## config.mk

```make
export PLATFORM = sky130hd
export DESIGN_NAME = fcore_instruction_receiver_flat
export DESIGN_NICKNAME = d
export VERILOG_FILES = /design/src/rtl/fcore_instruction_receiver_if.sv /design/src/rtl/fcore_instruction_receiver.sv /design/src/flat_wrapper.sv
export SDC_FILE = /design/constraint.sdc
export NUM_CORES = 1
export LEC_CHECK = 0
export CORE_MARGIN = 4
export CORE_UTILIZATION = 50
export DETAILED_ROUTE_END_ITERATION = 12
export PLACE_DENSITY = 0.84
export SLEW_MARGIN = 20
export SYNTH_ARGS = -nofsm -noshare
export SYNTH_HDL_FRONTEND = slang
export SYNTH_SLANG_ARGS = --single-unit
```

## constraint.sdc

```tcl
create_clock -name clock -period 4.6 [get_ports clock]
set_input_delay 0.92 -clock clock [delete_from_list [all_inputs] [get_ports clock]]
set_output_delay 0.92 -clock clock [all_outputs]
set_load 0.02 [all_outputs]
```

## src/rtl/fcore_instruction_receiver_if.sv

```systemverilog
// Valid/ready instruction stream carrying instruction word, channel and PC.
// The master drives the beat; the slave returns ready.
interface fcore_instruction_receiver_if #(
    parameter int DATA_WIDTH = 32,
    parameter int DEST_WIDTH = 8,
    parameter int USER_WIDTH = 12
) ();
    logic [DATA_WIDTH-1:0] data;
    logic [DEST_WIDTH-1:0] dest;
    logic [USER_WIDTH-1:0] user;
    logic                  valid;
    logic                  ready;

    modport master (
        output data, dest, user, valid,
        input  ready
    );

    modport slave (
        input  data, dest, user, valid,
        output ready
    );
endinterface

```

## src/rtl/fcore_instruction_receiver.sv

```systemverilog
// fCore instruction receiver: two-entry skid buffer plus field decode.
// Define FCORE_RX_SEQ_CHECK_EN to enable channel/PC sequencing and fault.
module fcore_instruction_receiver #(
    parameter int INSTRUCTION_WIDTH = 32,
    parameter int OPCODE_WIDTH      = 5,
    parameter int REG_ADDR_WIDTH    = 4,
    parameter int PC_WIDTH          = 12,
    parameter int MAX_CHANNELS      = 255,
    localparam int CW = $clog2(MAX_CHANNELS)
) (
    input  logic                         clock,
    input  logic                         reset,
    input  logic [CW-1:0]                n_channels,
    fcore_instruction_receiver_if.slave  instruction_stream,
    output logic                         out_valid,
    input  logic                         out_ready,
    output logic [OPCODE_WIDTH-1:0]      out_opcode,
    output logic [REG_ADDR_WIDTH-1:0]    out_op_a,
    output logic [REG_ADDR_WIDTH-1:0]    out_op_b,
    output logic [REG_ADDR_WIDTH-1:0]    out_dest,
    output logic [INSTRUCTION_WIDTH-1:0] out_raw,
    output logic [CW-1:0]                out_channel,
    output logic [PC_WIDTH-1:0]          out_pc,
    output logic                         program_done,
    output logic                         fault,
    input  logic                         fault_clear
);

    // STOP encoding of the fCore ISA
    localparam logic [OPCODE_WIDTH-1:0] OP_STOP =
        OPCODE_WIDTH'(12);

    typedef struct packed {
        logic [INSTRUCTION_WIDTH-1:0] word;
        logic [CW-1:0]                ch;
        logic [PC_WIDTH-1:0]          pc;
    } beat_t;

    beat_t         in_beat;
    beat_t         out_q;
    beat_t         skid_q;
    logic          out_valid_q;
    logic          skid_full;
    logic          tready_q;
    logic          accept;
    logic          keep;
    logic          out_fire;
    logic          drop_n;
    logic [CW-1:0] last_ch;

    logic          load_in;
    logic          load_skid;
    logic          skid_load;
    logic          out_valid_n;
    logic          skid_full_n;
    logic          tready_n;

    assign in_beat = '{
        word: instruction_stream.data,
        ch:   instruction_stream.dest,
        pc:   instruction_stream.user
    };

    assign instruction_stream.ready = tready_q;

    assign accept   = instruction_stream.valid & tready_q;
    assign out_fire = out_valid_q & out_ready;
    assign last_ch  = (n_channels == '0) ? '0
                    : n_channels - CW'(1);

`ifdef FCORE_RX_SEQ_CHECK_EN
    typedef enum logic [1:0] {
        S_IDLE,
        S_STREAM,
        S_FAULT
    } state_t;

    state_t              state;
    state_t              state_n;
    logic [CW-1:0]       prev_dest;
    logic [PC_WIDTH-1:0] prev_pc;
    logic [CW-1:0]       dest_inc;
    logic [PC_WIDTH-1:0] pc_inc;
    logic                seq_ok;
    logic                in_stop;

    assign dest_inc = prev_dest + CW'(1);
    assign pc_inc   = prev_pc + PC_WIDTH'(1);
    assign in_stop  = in_beat.word[OPCODE_WIDTH-1:0] == OP_STOP;

    always_comb begin
        seq_ok = 1'b0;
        if (state == S_IDLE) begin
            seq_ok = in_beat.ch == '0;
        end else if (prev_dest == last_ch) begin
            seq_ok = (in_beat.ch == '0) &&
                     ((in_beat.pc == prev_pc) ||
                      (in_beat.pc == pc_inc));
        end else begin
            seq_ok = (in_beat.ch == dest_inc) &&
                     (in_beat.pc == prev_pc);
        end
    end

    always_comb begin
        state_n = state;
        case (state)
            S_IDLE, S_STREAM: begin
                if (accept) begin
                    if (!seq_ok)
                        state_n = S_FAULT;
                    else if (state == S_STREAM && in_stop &&
                             in_beat.ch == last_ch)
                        state_n = S_IDLE;
                    else
                        state_n = S_STREAM;
                end
            end
            S_FAULT: begin
                if (fault_clear)
                    state_n = S_IDLE;
            end
            default: state_n = S_IDLE;
        endcase
    end

    // Beats arriving in FAULT, or that cause it, never reach the buffer
    assign keep   = accept & (state != S_FAULT) & seq_ok;
    assign drop_n = state_n == S_FAULT;
    assign fault  = state == S_FAULT;

    always_ff @(posedge clock or negedge reset) begin
        if (!reset) begin
            state     <= S_IDLE;
            prev_dest <= '0;
            prev_pc   <= '0;
        end else begin
            state <= state_n;
            if (keep) begin
                prev_dest <= in_beat.ch;
                prev_pc   <= in_beat.pc;
            end
        end
    end
`else
    logic unused_fault_clear;

    assign unused_fault_clear = fault_clear;
    assign keep               = accept;
    assign drop_n             = 1'b0;
    assign fault              = 1'b0;
`endif

    always_comb begin
        load_in     = keep &
                      (~out_valid_q | (out_fire & ~skid_full));
        load_skid   = out_fire & skid_full;
        skid_load   = keep & ~load_in;
        out_valid_n = load_in | load_skid |
                      (out_valid_q & ~out_fire);
        skid_full_n = skid_load | (skid_full & ~out_fire);
        tready_n    = ~skid_full_n | drop_n;
    end

    always_ff @(posedge clock or negedge reset) begin
        if (!reset) begin
            out_q       <= '0;
            skid_q      <= '0;
            out_valid_q <= 1'b0;
            skid_full   <= 1'b0;
            tready_q    <= 1'b0;
        end else begin
            out_valid_q <= out_valid_n;
            skid_full   <= skid_full_n;
            tready_q    <= tready_n;
            if (load_in)
                out_q <= in_beat;
            else if (load_skid)
                out_q <= skid_q;
            if (skid_load)
                skid_q <= in_beat;
        end
    end

    localparam int R = REG_ADDR_WIDTH;

    assign out_valid   = out_valid_q;
    assign out_raw     = out_q.word;
    assign out_channel = out_q.ch;
    assign out_pc      = out_q.pc;
    assign out_opcode  = out_q.word[OPCODE_WIDTH-1:0];
    assign out_op_a    = out_q.word[OPCODE_WIDTH +: R];
    assign out_op_b    = out_q.word[OPCODE_WIDTH+R +: R];
    assign out_dest    = out_q.word[OPCODE_WIDTH+2*R +: R];

    assign program_done = out_fire &&
        (out_q.word[OPCODE_WIDTH-1:0] == OP_STOP) &&
        (out_q.ch == last_ch);

endmodule

```

## src/flat_wrapper.sv

```systemverilog
// flat-port wrapper written by rule: the top's interface ports become plain ports
module fcore_instruction_receiver_flat 
#(
    parameter int INSTRUCTION_WIDTH = 32,
    parameter int OPCODE_WIDTH      = 5,
    parameter int REG_ADDR_WIDTH    = 4,
    parameter int PC_WIDTH          = 12,
    parameter int MAX_CHANNELS      = 255,
    localparam int CW = $clog2(MAX_CHANNELS)
)
  (clock, reset, n_channels, out_valid, out_ready, out_opcode, out_op_a, out_op_b, out_dest, out_raw, out_channel, out_pc, program_done, fault, fault_clear, instruction_stream_data, instruction_stream_dest, instruction_stream_user, instruction_stream_valid, instruction_stream_ready);
  fcore_instruction_receiver_if #(.DATA_WIDTH((32)), .DEST_WIDTH((8)), .USER_WIDTH((12))) instruction_stream_i ();
  input  logic clock;
  input  logic reset;
  input  logic [CW-1:0] n_channels;
  output logic out_valid;
  input  logic out_ready;
  output logic [OPCODE_WIDTH-1:0] out_opcode;
  output logic [REG_ADDR_WIDTH-1:0] out_op_a;
  output logic [REG_ADDR_WIDTH-1:0] out_op_b;
  output logic [REG_ADDR_WIDTH-1:0] out_dest;
  output logic [INSTRUCTION_WIDTH-1:0] out_raw;
  output logic [CW-1:0] out_channel;
  output logic [PC_WIDTH-1:0] out_pc;
  output logic program_done;
  output logic fault;
  input  logic fault_clear;
  input wire logic [$bits(instruction_stream_i.data)-1:0] instruction_stream_data;
  input wire logic [$bits(instruction_stream_i.dest)-1:0] instruction_stream_dest;
  input wire logic [$bits(instruction_stream_i.user)-1:0] instruction_stream_user;
  input wire logic [$bits(instruction_stream_i.valid)-1:0] instruction_stream_valid;
  output wire logic [$bits(instruction_stream_i.ready)-1:0] instruction_stream_ready;
  assign instruction_stream_i.data = instruction_stream_data;
  assign instruction_stream_i.dest = instruction_stream_dest;
  assign instruction_stream_i.user = instruction_stream_user;
  assign instruction_stream_i.valid = instruction_stream_valid;
  assign instruction_stream_ready = instruction_stream_i.ready;
  fcore_instruction_receiver #(.INSTRUCTION_WIDTH(INSTRUCTION_WIDTH), .OPCODE_WIDTH(OPCODE_WIDTH), .REG_ADDR_WIDTH(REG_ADDR_WIDTH), .PC_WIDTH(PC_WIDTH), .MAX_CHANNELS(MAX_CHANNELS)) u_core (.clock(clock), .reset(reset), .n_channels(n_channels), .instruction_stream(instruction_stream_i), .out_valid(out_valid), .out_ready(out_ready), .out_opcode(out_opcode), .out_op_a(out_op_a), .out_op_b(out_op_b), .out_dest(out_dest), .out_raw(out_raw), .out_channel(out_channel), .out_pc(out_pc), .program_done(program_done), .fault(fault), .fault_clear(fault_clear));
endmodule
```

==> run_results.csv <==
group,metric,value,unit
setup_path,cp.arrival,3390,ps
placement,port_buffers,135,
clock_network,cts_root_buffer,"clkbuf_8",
timing,fmax,0.232,GHz
worst_hold_path,hold_path_end,"u_core.out_raw[18]",
logic_synthesis,netlist.area_leader.share,0.572,
timing,slew_violations,0,
route,routedWlPerCell,16.7,um
layout,area.growth.synth_to_final,34.9,%
setup_path,end_kind,"output port",
floorplan,die_x,105,um
placement,dpl.cell_count,641,
setup_path,reg2reg_from,"u_core.skid_full",
logic_synthesis,synth_top_family_by_area,"multiplexers",
logic_synthesis,synth_fa_ha_area_frac,0.00267,
setup_path,reg2regPathDepth,5,
clock_network,cts_tree,"built",
layout,multiInputGateArea,1800,um2
timing,setup_violations,0,
logic_synthesis,post-synth-top-count-cell,"nand2_1",
route,vias,3577,
logic_synthesis,syn_area,4680,um2
floorplan,core,9200,um2
global_routing,first_global_vias,3660,
logic_synthesis,synth.area.top_cells,"dfrtp_1 (57%), mux2_2 (13%), nand2_1 (9.0%)",
global_routing,grt.total_usage,0.202,
clock_network,cts.sinks,107,
global_routing,grt.overflow.total,0,
logic_synthesis,synth_xor_area_frac,0.0150,
setup_path,critical-path-max-stage-delay,610,ps
setup_path,cp.required,3680,ps
clock_network,numCtsBuffers,9,
logic_synthesis,yosys_warnings,0,
clock_network,postCtsSetupBuffers,0,
timing,hold_viol,0,
logic_synthesis,avgSynthCellArea,11.2,um2
setup_path,cp_slowest_cell,"or4b_2",
timing,finClkSkew,16.7,ps
logic_synthesis,ys_ff_latch,107,
timing,max-slew-margin-rel,0.501,
timing,tightest_slew,747,ps
layout,post-route-util,0.687,
logic_synthesis,yosys-top-cells-count,"nand2_1 (112), dfrtp_1 (107), a22oi_1 (53), mux2_2 (52), clkbuf_1 (20)",
route,wirelength,11000,um
global_routing,antenna_found_initial,0,
timing,period_needed,4310,ps
logic_synthesis,async_reset_ff_frac,1.00,
timing,fin_crit_sh,0.938,
global_routing,grt_pass1_wl,18300,um
pwr,peakVddDrop,0.382,mV
clock_network,hold_buffers,0,
layout,layout-drive-gt1-share,0.171,
setup_path,r2r_end,"u_core.skid_q[12]",
route,ant_nets,0,
pwr,pwr_density_cell,685,nW/um2
worst_hold_path,worstHoldStart,"u_core.out_raw[18]",
clock_network,cts_resized,1,
clock_network,clockBufferDepth,2,
logic_synthesis,yosys.area.top_type,"dfrtp_1",
worst_hold_path,whs_path_depth,2,
setup_path,crit_type,"in2out",
route,dr.first_iter.drc_count,112,
worst_hold_path,hold_class,"reg2reg",
outcome,status,"complete, no violations",
floorplan,start_util,0.509,
pwr,p_leak,2.83,nW
layout,fillers,683,
layout,layout.nets,607,
timing,rsz0062_at_grt,"false",
layout,stdcell_count,655,
placement,place_congestion,0.928,
layout,final-seq-area,2680,um2
logic_synthesis,synth.distinct_cells,38,
logic_synthesis,synthCells,419,
logic_synthesis,synth_seq_area_share,0.572,
setup_path,r2r_slack,2090,ps
layout,diodes,0,
job,cap_violations,0,
floorplan,rows,35,
clock_network,path_clk_slew,100,ps
setup_path,crit_path_cell_trace,"clkdlybuf4s50_1 > inv_1 > ha_1 > or4b_2 > nor2_1 > mux2i_1 > xor2_1 > nand4_1 > a2111oi_2 > clkbuf_2",
logic_synthesis,synth_compound_area_frac,0.107,
route,drc,0,
logic_synthesis,synth_edf_count,0,
logic_synthesis,synth_top_flop_cell,"dfrtp_1",
route,avgViaCountPerCell,5.46,
setup_path,startpoint_type,"input pin",
logic_synthesis,synth.area.mux_share,0.129,
floorplan,fp.dieH,105,um
placement,dpl.hpwl,7610,um
timing,fin_setup_tns,0,ps
clock_network,clock_latency,360,ps
logic_synthesis,syn_nets,485,
floorplan,ios,138,
logic_synthesis,synth_simple_gate_area_frac,0.124,
clock_network,cts_max_level,3,
global_routing,grt_max_degree,82,
setup_path,cp_max_fo,2,
route,first_pass_iters,7,
floorplan,dieArea,11000,um2
## routing by layer
layer / share of wire / wire length [um] / vias to the layer above / track usage
li1: - / - / 1674 / -
met1: 0.42 / 4650 / 1758 / 0.274
met2: 0.50 / 5500 / 135 / 0.332
met3: 0.068 / 743 / 10 / 0.0544
met4: 0.0073 / 80 / 0 / 0.0356
met5: 0 / 0 / - / 0
## worst max-delay path, delay by kind of cell
family / cells / cell delay [ps]
compound gates: 1 / 300
fa+ha+maj: 1 / 140
simple gates: 3 / 910
xor+xnor: 1 / 180
buf+inv: 3 / 720
mux: 1 / 220
## flip-flops by register name, summed over array words and instances (netlist names)
register,flops
u_core.out_channel,8
u_core.skid_full,1
u_core.out_raw,32
u_core.skid_q,52
u_core.instruction_stream.ready,1
u_core.out_valid,1
u_core.out_pc,12
## how the worst max path moves through the flow
stage | to | slack (ps) | cells past startpoint | start
3_5_place_dp | program_done | -120 | 10 | n_channels[0]
5_1_grt | program_done | 120 | 10 | n_channels[0]
4_1_cts | program_done | 160 | 10 | n_channels[0]
3_3_place_gp | program_done | -100 | 10 | n_channels[0]
6_report | program_done | 290 | 10 | n_channels[1]
2_1_floorplan | program_done | 660 | 8 | n_channels[0]
## layout by cell type (no fill, tap or decap), types with 2 or more instances in the layout
cell type	netlist	final
a22oi_1	53	53
xor2_1	4	4
nor3_1	4	4
nor2_1	9	6
bufinv_16	0	2
mux2_2	52	52
mux2i_1	2	2
inv_1	5	5
xnor2_1	4	4
buf_4	18	13
o32ai_1	2	2
nor2_4	0	3
nand2_1	112	112
o21ai_0	3	3
clkdlybuf4s50_1	0	133
clkbuf_8	0	10
dfrtp_1	107	107
## area by class of cell
cell class,count,area share
clock inverters,4,0.0121
flip-flops and latches,107,0.424
well taps,111,0.0220
repair buffers,149,0.232
inverters,5,0.00297
clock buffers,10,0.0218
multi-input cells,269,0.285
## per-stage QoR
| step | worst slack (ps) | instance area, um2 | hold WS, ps | power [mW] |
|---|---|---|---|---|
| final | 287 | 6310 | 484 | 4.33 |
| after global routing | 115 | 6310 | 510 | 4.60 |
| after CTS | 157 | 6310 | 488 | 4.36 |
| after detailed placement | -123 | 6100 | 464 | 3.74 |
| after global placement | -99.2 | 6100 | 461 | 3.65 |
| after floorplan | 663 | 4680 | 466 | 2.88 |
## where the power goes
part	internal [mW]	switching [mW]	total (mW)	leakage, nW
clock network	0.317	0.301	0.618	0.104
logic	0.988	1.01	1.99	1.43
registers	1.41	0.306	1.71	1.29
## logic make-up after synthesis
logic type,count (synthesis)
compound gates,66
other cells,1
fa+ha+maj,1
xor+xnor,8
simple gates,139
buf+inv,43
flops,107
mux,54
(Power assumes the default switching activity.)
